### src/rtl/wb_rr_arbiter.sv
// Writeback scheduler: per-channel FIFOs drained round-robin into one DRAM write port.
// Define WB_STRICT_PRIO_EN to replace round-robin with fixed lowest-index priority.
module wb_rr_arbiter #(
    parameter int NUM_CH     = 4,
    parameter int DATA_W     = 8,
    parameter int FIFO_DEPTH = 4,
    parameter int ADDR_W     = 16,
    parameter int LEN_W      = 16
) (
    input  logic                     clk,
    input  logic                     reset,
    input  logic [NUM_CH-1:0]        ch_valid,
    input  logic [NUM_CH*DATA_W-1:0] ch_data,
    input  logic                     start,
    input  logic [ADDR_W-1:0]        base_addr,
    input  logic [LEN_W-1:0]         frame_len,
    input  logic                     clear_ovf,
    input  logic                     dram_ready,
    output logic                     dram_wen,
    output logic [DATA_W-1:0]        dram_data,
    output logic [ADDR_W-1:0]        dram_addr,
    output logic                     busy,
    output logic                     frame_done,
    output logic [NUM_CH-1:0]        ovf
);
    localparam int PTR_W = $clog2(FIFO_DEPTH);
    localparam int CNT_W = PTR_W + 1;
    localparam int CH_W  = (NUM_CH > 1) ? $clog2(NUM_CH) : 1;

    typedef enum logic [1:0] {S_IDLE, S_RUN, S_DONE} state_t;
    state_t state, state_nxt;

    logic [NUM_CH-1:0] full, empty, push, pop, ovf_set;
    logic [NUM_CH-1:0] ovf_q;
    logic [DATA_W-1:0] head [NUM_CH];

    logic              vld_p1;
    logic [DATA_W-1:0] data_p1;
    logic [ADDR_W-1:0] addr_p1;

    logic [ADDR_W-1:0] addr_cnt;
    logic [LEN_W-1:0]  issue_cnt, acc_cnt, len_q;
    logic              slot_free, accept, can_issue, gnt_found, grant;
    logic [CH_W-1:0]   gnt_idx, scan_idx;

    // Stage p0: per-channel FIFOs; a full FIFO still accepts when it is popped the same cycle
    for (genvar ch = 0; ch < NUM_CH; ch++) begin : g_fifo
        logic [DATA_W-1:0] mem [FIFO_DEPTH];
        logic [PTR_W-1:0]  wr_ptr, rd_ptr;
        logic [CNT_W-1:0]  cnt;

        assign full[ch]    = (cnt == CNT_W'(FIFO_DEPTH));
        assign empty[ch]   = (cnt == '0);
        assign push[ch]    = ch_valid[ch] && (!full[ch] || pop[ch]);
        assign ovf_set[ch] = ch_valid[ch] && full[ch] && !pop[ch];
        assign head[ch]    = mem[rd_ptr];

        always_ff @(posedge clk) begin
            if (!reset) begin
                wr_ptr <= '0;
                rd_ptr <= '0;
                cnt    <= '0;
            end else begin
                if (push[ch]) wr_ptr <= wr_ptr + PTR_W'(1);
                if (pop[ch])  rd_ptr <= rd_ptr + PTR_W'(1);
                if (push[ch] && !pop[ch])
                    cnt <= cnt + CNT_W'(1);
                else if (pop[ch] && !push[ch])
                    cnt <= cnt - CNT_W'(1);
            end
        end

        always_ff @(posedge clk) begin
            if (push[ch]) mem[wr_ptr] <= ch_data[ch*DATA_W +: DATA_W];
        end
    end

    // Overflow set takes precedence over a simultaneous clear
    always_ff @(posedge clk) begin
        if (!reset) ovf_q <= '0;
        else        ovf_q <= (ovf_q & ~{NUM_CH{clear_ovf}}) | ovf_set;
    end

    assign slot_free = !vld_p1 || dram_ready;
    assign accept    = vld_p1 && dram_ready;
    assign can_issue = (state == S_RUN) && slot_free && (issue_cnt < len_q);
    assign grant     = can_issue && gnt_found;

`ifdef WB_STRICT_PRIO_EN
    always_comb begin
        gnt_found = 1'b0;
        gnt_idx   = '0;
        scan_idx  = '0;
        for (int k = 0; k < NUM_CH; k++) begin
            scan_idx = CH_W'(k);
            if (!gnt_found && !empty[scan_idx]) begin
                gnt_found = 1'b1;
                gnt_idx   = scan_idx;
            end
        end
    end
`else
    logic [CH_W-1:0] last_grant;

    // Scan starts just after the previous winner so every channel gets a turn
    always_comb begin
        gnt_found = 1'b0;
        gnt_idx   = '0;
        scan_idx  = '0;
        for (int k = 0; k < NUM_CH; k++) begin
            scan_idx = CH_W'((int'(last_grant) + 1 + k) % NUM_CH);
            if (!gnt_found && !empty[scan_idx]) begin
                gnt_found = 1'b1;
                gnt_idx   = scan_idx;
            end
        end
    end

    always_ff @(posedge clk) begin
        if (!reset)     last_grant <= CH_W'(NUM_CH - 1);
        else if (grant) last_grant <= gnt_idx;
    end
`endif

    always_comb begin
        pop = '0;
        if (grant) pop[gnt_idx] = 1'b1;
    end

    // Stage p1: output register, frozen while DRAM stalls a presented write
    always_ff @(posedge clk) begin
        if (!reset) begin
            vld_p1  <= 1'b0;
            data_p1 <= '0;
            addr_p1 <= '0;
        end else if (grant) begin
            vld_p1  <= 1'b1;
            data_p1 <= head[gnt_idx];
            addr_p1 <= addr_cnt;
        end else if (slot_free) begin
            vld_p1  <= 1'b0;
        end
    end

    always_ff @(posedge clk) begin
        if (!reset) begin
            addr_cnt  <= '0;
            issue_cnt <= '0;
            acc_cnt   <= '0;
            len_q     <= '0;
        end else if (state == S_IDLE && start) begin
            addr_cnt  <= base_addr;
            issue_cnt <= '0;
            acc_cnt   <= '0;
            len_q     <= frame_len;
        end else begin
            if (grant) begin
                addr_cnt  <= addr_cnt + ADDR_W'(1);
                issue_cnt <= issue_cnt + LEN_W'(1);
            end
            if (accept && state == S_RUN) acc_cnt <= acc_cnt + LEN_W'(1);
        end
    end

    always_ff @(posedge clk) begin
        if (!reset) state <= S_IDLE;
        else        state <= state_nxt;
    end

    always_comb begin
        state_nxt = state;
        unique case (state)
            S_IDLE:  if (start) state_nxt = (frame_len == '0) ? S_DONE : S_RUN;
            S_RUN:   if (accept && (acc_cnt + LEN_W'(1) == len_q)) state_nxt = S_DONE;
            S_DONE:  state_nxt = S_IDLE;
            default: state_nxt = S_IDLE;
        endcase
    end

    assign dram_wen   = vld_p1;
    assign dram_data  = data_p1;
    assign dram_addr  = addr_p1;
    assign busy       = (state != S_IDLE);
    assign frame_done = (state == S_DONE);
    assign ovf        = ovf_q;
endmodule

### config.mk
export PLATFORM = sky130hd
export DESIGN_NAME = wb_rr_arbiter
export DESIGN_NICKNAME = d
export VERILOG_FILES = /design/src/rtl/wb_rr_arbiter.sv
export SDC_FILE = /design/constraint.sdc
export NUM_CORES = 1
export LEC_CHECK = 0
export CAP_MARGIN = 10
export CORE_MARGIN = 4
export CORE_UTILIZATION = 35
export CTS_BUF_LIST = sky130_fd_sc_hd__clkbuf_8
export DETAILED_ROUTE_END_ITERATION = 7
export GPL_TIMING_DRIVEN = 0
export SYNTH_ARGS = -nofsm -noshare
export SYNTH_HDL_FRONTEND = slang
export SYNTH_SLANG_ARGS = --single-unit
### constraint.sdc
create_clock -name clk -period 4.25 [get_ports clk]
set_input_delay 1.0625 -clock clk [delete_from_list [all_inputs] [get_ports clk]]
set_output_delay 1.0625 -clock clk [all_outputs]
set_load 0.01 [all_outputs]
**Word level (Yosys, flattened, before mapping)**

Memory sizes are Yosys's and may differ from the RTL's. A register that Yosys moved wholly into a read port is not among the register bits.
Cells that the tools add are included.

- Register bits after elaboration: 125
- Latch bits: 0
- Bits in writable memories: 128
- Memory bits (read-only): 0
- Input bits: 73
- Logic and storage cells: 194
- Memories kept: 4

- $add $sub $neg: 23
- Multiply operators: 0
- Divide/modulo/power cells: 0
- Order comparisons: 8
- Eq/ne operators: 9
- Shift operators: 0
- Mux-type cells: 54
- Bitwise operators: 5
- Reductions and logical operators: 69

Memory list:

| name | words | bits a word | rd ports | clocked after Yosys merged registers in | wr ports | RTL line | text |
|---|---|---|---|---|---|---|---|
| g_fifo[0].mem | 4 | 8 | 1 | 1 | 1 | 48 | `logic [DATA_W-1:0] mem [FIFO_DEPTH];` |
| g_fifo[1].mem | 4 | 8 | 1 | 1 | 1 | 48 |  |
| g_fifo[2].mem | 4 | 8 | 1 | 1 | 1 | 48 |  |
| g_fifo[3].mem | 4 | 8 | 1 | 1 | 1 | 48 |  |

Operators by type and width:

| operator | number |
|---|---|
| $add 16x1->16 const B | 3 |
| $mux 16 | 2 |
| $logic_and 1x1->1 | 31 |
| $mux 2 | 15 |
| $mux 3 | 8 |
| $mux 1 | 19 |
| $add 2x1->2 const B | 9 |
| $logic_not 1->1 | 18 |
| $bmux 8 s2 | 1 |
| $eq 16x16->1 | 1 |
| $logic_not 16->1 | 1 |
| $lt 16x16->1 | 1 |
| $mux 8 | 2 |
| $lt 2x3->1 const B | 5 |
| $reduce_bool 2->1 | 7 |
| $add 3x1->3 const B | 4 |
| $eq 3x3->1 const B | 4 |
| $logic_not 3->1 | 4 |
| $sub 3x1->3 const B | 4 |
| $bmux 1 s2 | 4 |
| $add 2x2->2 const B | 3 |
| $logic_or 1x1->1 | 5 |
| $and 4x4->4 | 1 |
| $mux 4 | 1 |
| other kinds (15) | 15 |

**Logic depth before layout (Yosys ltp)**

- Depth after elaboration: 24
- Depth in mapped cells: 15
- Depth with buffers taken out: 14

**Worst setup path after synthesis**

OpenSTA, ideal clock, no wires.

- Path kind: input to register
- Start: input port dram_ready
- End: register g_fifo[0].cnt[2]
- Data arrival time: 3468 ps
- Data required time: 4180 ps
- Slack: 711 ps
- Cell stages on the path: 11
- Path through: nor2b_1 -> or3_1 -> a211oi_2 -> o221ai_2 -> o31ai_4 -> ha_1 -> inv_1 -> fa_1 -> xor2_1 -> or3_1 -> a21oi_1

- Longest elaborated chain between the ends: 10
- Elaborated cells between the ends (all ways): 13
- Those cells by class: mux (2); reduce/logical (11)

Ends and longest elaborated chain:

| item | RTL line | text |
|---|---|---|
| start: declaration | 18 | `input logic dram_ready,` |
| $logic_or 1x1->1 (*) | 84 | `assign slot_free = !vld_p1 \|\| dram_ready;` |
| $logic_and 1x1->1 (*) (2 in series) | 86 | `assign can_issue = (state == S_RUN) && slot_free && (issue_cnt < len_q);` |
| $logic_and 1x1->1 (*) | 87 | `assign grant = can_issue && gnt_found;` |
| $mux 4 (*) | 127 | `if (grant) pop[gnt_idx] = 1'b1;` |
| $logic_or 1x1->1 (*) | 54 | `assign push[ch] = ch_valid[ch] && (!full[ch] \|\| pop[ch]);` |
| $logic_and 1x1->1 (*) | 54 |  |
| named net push[0] | 33 | `logic [NUM_CH-1:0] full, empty, push, pop, ovf_set;` |
| $logic_not 1->1 | 68 | `else if (pop[ch] && !push[ch])` |
| $logic_and 1x1->1 | 68 |  |
| $reduce_bool 2->1 (no line) | -- |  |
| end signal: assignment | 67 | `cnt <= cnt + CNT_W'(1);` |
| end signal: assignment | 69 | `cnt <= cnt - CNT_W'(1);` |
| end: declaration | 50 | `logic [CNT_W-1:0] cnt;` |

Mark *: on every way through the listed nets, which the timed path passes. The rest lies on a longest branch.
A chain may end at the register's enable or synchronous reset.

**Final worst setup path**

- Start: input port dram_ready
- End: register g_fifo[2].cnt[2]

- Longest elaborated chain between the ends: 10
- Elaborated cells between the ends (all ways): 13
- Those cells by class: mux (2); reduce/logical (11)

Ends and longest elaborated chain:

| item | RTL line |
|---|---|
| $logic_or 1x1->1 (*) | 84 |
| $logic_and 1x1->1 (*) (2 in series) | 86 |
| $logic_and 1x1->1 (*) | 87 |
| $mux 4 (*) | 127 |
| $logic_or 1x1->1 (*) | 54 |
| $logic_and 1x1->1 (*) | 54 |
| named net push[2] | 33 |
| $logic_not 1->1 | 68 |
| $logic_and 1x1->1 | 68 |
| $reduce_bool 2->1 (no line) | -- |
| end signal: assignment | 67 |
| end signal: assignment | 69 |
| end: declaration | 50 |

Marked as above.

==> results by group <==
Run status
  • Status: finished, final reports clean

GRT
  • Initial antenna violation count: 0
  • Total global-route track usage: 15.96%
  • Largest net degree at the start of global routing: 13
  • Vias in the first global route: 8238
  • First-pass GRT wire length: 45570 µm
  • Overflow after GRT: 0

Floorplanning
  • Core area: 0.03270 mm²
  • Die Span Y: 190.5 µm
  • Die Wd: 190.5 µm
  • Rows: 66
  • Die area: 0.03631 mm²
  • Io pins: 104
  • Initial core utilization: 35.66%

Placed design
  • Place WS: -0.2271 ns
  • GPL Wtd Cong: 0.8586
  • PortBufs: 103
  • Final HPWL DP: 20900 µm
  • DP Area: 0.01325 mm²
  • Placed cell count: 1605

Final layout
  • Layout area overhead: 21.14%
  • Commonest non-fill, non-tap cells in the layout: 157 x nand2_1, 133 x dfxtp_1, 128 x edfxtp_1
  • Commonest non-fill, non-tap cell in the layout: nand2_1
  • Fillers: 3158
  • Layout cells sized above 1: 10.48%
  • Diodes inserted: 0
  • Final #Nets: 1326
  • Design area: 0.01413 mm²
  • Finished Layout Cells: 1682

Clocking
  • CTS tree: built
  • Reg clk slew, reported paths: 0.06 ns
  • H-tree Lvls: 2
  • Root Driver: clkbuf_8
  • CTS Hold Bufs: 0
  • Post-CTS Setup Bufs: 0
  • Num CTS Buffers: 46
  • # resized after CTS: 0
  • Worst-skew pair later-pin latency: 0.58 ns
  • Max Buffers Root-to-Sink: 3
  • Clock sink count: 261

Yosys
  • Simple-gate share of the synthesized area: 15.96%
  • Synth Instances: 1060
  • Avg Cell Area, Syn: 11.00 µm²
  • Post-synth ARST share: 0%
  • Ys Warns: 0
  • Seq/Total Area, Yosys: 55.79%
  • Number of synthesized register bits: 261
  • Yosys cell types: 58
  • Post-synthesis mux area share: 6.705%
  • Largest family of logic cells by synthesized area: simple AND/OR/NAND/NOR gates
  • Net Count, Synth: 1175
  • Post-synth EDFFs: 128
  • XOR/XNOR share of the synthesized area: 5.332%
  • Primary FF master, synth: dfxtp_1
  • Synth Area in Compound Gates: 7.961%
  • Post-synthesis adder-cell area fraction: 4.849%
  • Cell Area, Synth: 0.01166 mm²

STA
  • Post-route minimum period: 3.939 ns
  • Unrepaired setup endpoints after global routing: no
  • Final setup viols: 0
  • Worst Hold Margin: 0.4553 ns
  • Final count of hold timing violations: 0
  • Max Freq: 0.2539 GHz
  • Worst Tran Pin Value: 0.8145 ns
  • Setup Skew: 0.04607 ns
  • Relative slew slack: 45.70%
  • Setup TNS: 0 ns
  • Fin crit share: 92.68%
  • Setup ws final: 0.3109 ns
  • Max-slew violations: 0

Min path
  • Worst hold path stage count: 2
  • Hold path startpoint: ovf[2]$_SDFF_PN0_
  • Worst Hold Class: flip-flop to flip-flop
  • Hold EP: ovf[2]$_SDFF_PN0_

Route
  • Vias/cell: 4.984
  • Post-detailed-route wirelength per cell: 17.30 µm
  • DRC: 0
  • WL final: 29100 µm
  • Drt initial violations: 461
  • Via count: 8383
  • Post-DRT Antenna Nets: 0
  • DRT Pass-1 Iters: 5

Critical path
  • Maximum fanout along the worst path: 8
  • Worst r2r src: len_q[2]$_SDFFE_PN0P_
  • R2r endpoint: g_fifo[2].cnt[2]$_SDFFE_PN0P_
  • Worst path cell trace: clkdlybuf4s50_1, nor2b_1, or3_1, a211oi_2, o221ai_2, o31ai_4, ha_1, inv_1, fa_1, xor2_1, or3_1, a21oi_1
  • CP startpoint kind: primary input
  • WP buf/inv: 2
  • Most frequent cell on the critical path: or3_1
  • CP endpoint kind: flip-flop
  • CP max-delay cell: clkdlybuf4s50_1
  • Worst endpoint data arrival time: 4.41 ns
  • CP Class: primary input to flip-flop
  • CP top delay family: compound AO/OA/AOI/OAI gates
  • Critical Path RT: 4.72 ns
  • Worst path max stage delay: 0.55 ns
  • R2r worst-path depth: 13
  • R2R Setup Slk: 0.56 ns

Power
  • Leak: 0.004931 µW
  • Maximum vdd drop: 0.0002781 V
  • Power per standard cell area: 549.9 mW/mm²

Flow run
  • Maxcap violations: 0
==> power by group <==
| group | switching (µW) | leakage, µW | total, µW | internal [µW] |
|---|---|---|---|---|
| combinational | 1360 | 0.00219 | 2250 | 890 |
| sequential | 228 | 0.00226 | 3270 | 3050 |
| clock | 1010 | 0.000482 | 2250 | 1230 |
==> worst max path at each step <==
stage	slack, ns	from	to	cells past startpoint
floorplan	0.71	dram_ready	g_fifo[0].cnt[2]$_SDFFE_PN0P_	11
global placement	-0.18	dram_ready	g_fifo[2].cnt[2]$_SDFFE_PN0P_	12
CTS	0.33	dram_ready	g_fifo[2].cnt[2]$_SDFFE_PN0P_	12
global route	0.20	dram_ready	g_fifo[2].cnt[2]$_SDFFE_PN0P_	12
detailed placement	-0.23	dram_ready	g_fifo[2].cnt[2]$_SDFFE_PN0P_	12
finish	0.31	dram_ready	g_fifo[2].cnt[2]$_SDFFE_PN0P_	12
==> cell type report <==
cell class | count | area [µm²] | share of cell area [%]
Inverter | 37 | 138.9 | 0.9831
Buffer | 59 | 257.7 | 1.824
Clock inverter | 25 | 165.2 | 1.169
Timing Repair Buffer | 103 | 1031 | 7.298
Tap cell | 442 | 553.0 | 3.915
Sequential cell | 261 | 6506 | 46.05
Clock buffer | 52 | 715.7 | 5.066
Multi-Input combinational cell | 703 | 4760 | 33.69
==> cell families after synthesis <==
logic type / after synthesis
compound gates: 151
xor+xnor: 71
fa+ha+maj: 43
buf+inv: 96
flops: 261
mux: 38
simple gates: 400
==> layer usage <==
layer / track usage (%) / vias up / routed length (µm)
met3: 3.076 / 36 / 1494
li1: - / 4074 / -
met1: 21.50 / 4066 / 13130
met2: 26.70 / 207 / 13980
met5: 0 / - / 0
met4: 3.923 / 0 / 495
==> synthesized netlist by cell type (19+ instances only) <==
cell	instances	area share, %
buf_2	19	0.82
ha_1	38	4.1
nand2_1	157	5.1
nor2_1	80	2.6
xor2_1	26	2.0
dfxtp_1	133	23
mux4_2	32	6.2
inv_1	36	1.2
nand3_1	45	1.9
o21ai_0	48	2.1
a21oi_1	57	2.4
clkbuf_1	26	0.84
edfxtp_1	128	33
nor3_1	24	1.0
xnor2_1	45	3.4
==> per-stage QoR <==
step,util [%],total power (µW)
2_1_floorplan,-,4757
3_5_place_dp,40.51,5577
3_3_place_gp,40.51,5543
5_1_grt,43.20,8248
4_1_cts,43.20,7854
6_report,43.20,7769
==> state kept, by name, indices dropped and copies added (netlist names), named ones only <==
signal         count
dram_data          8
g_fifo.mem       128
last_grant         2
g_fifo.cnt        12
g_fifo.wr_ptr      8
g_fifo.rd_ptr      8
acc_cnt           16
state              2
dram_addr         16
addr_cnt          16
dram_wen           1
issue_cnt         16
ovf                4
len_q             16
==> worst min-delay path: cells and delay by family (launching register included) <==
family             cells  cell delay [ns]
AOI/OAI and AO/OA      1             0.05
and+or+nand+nor        1             0.05
DFF                    1             0.32
(Power assumes the default switching activity.)
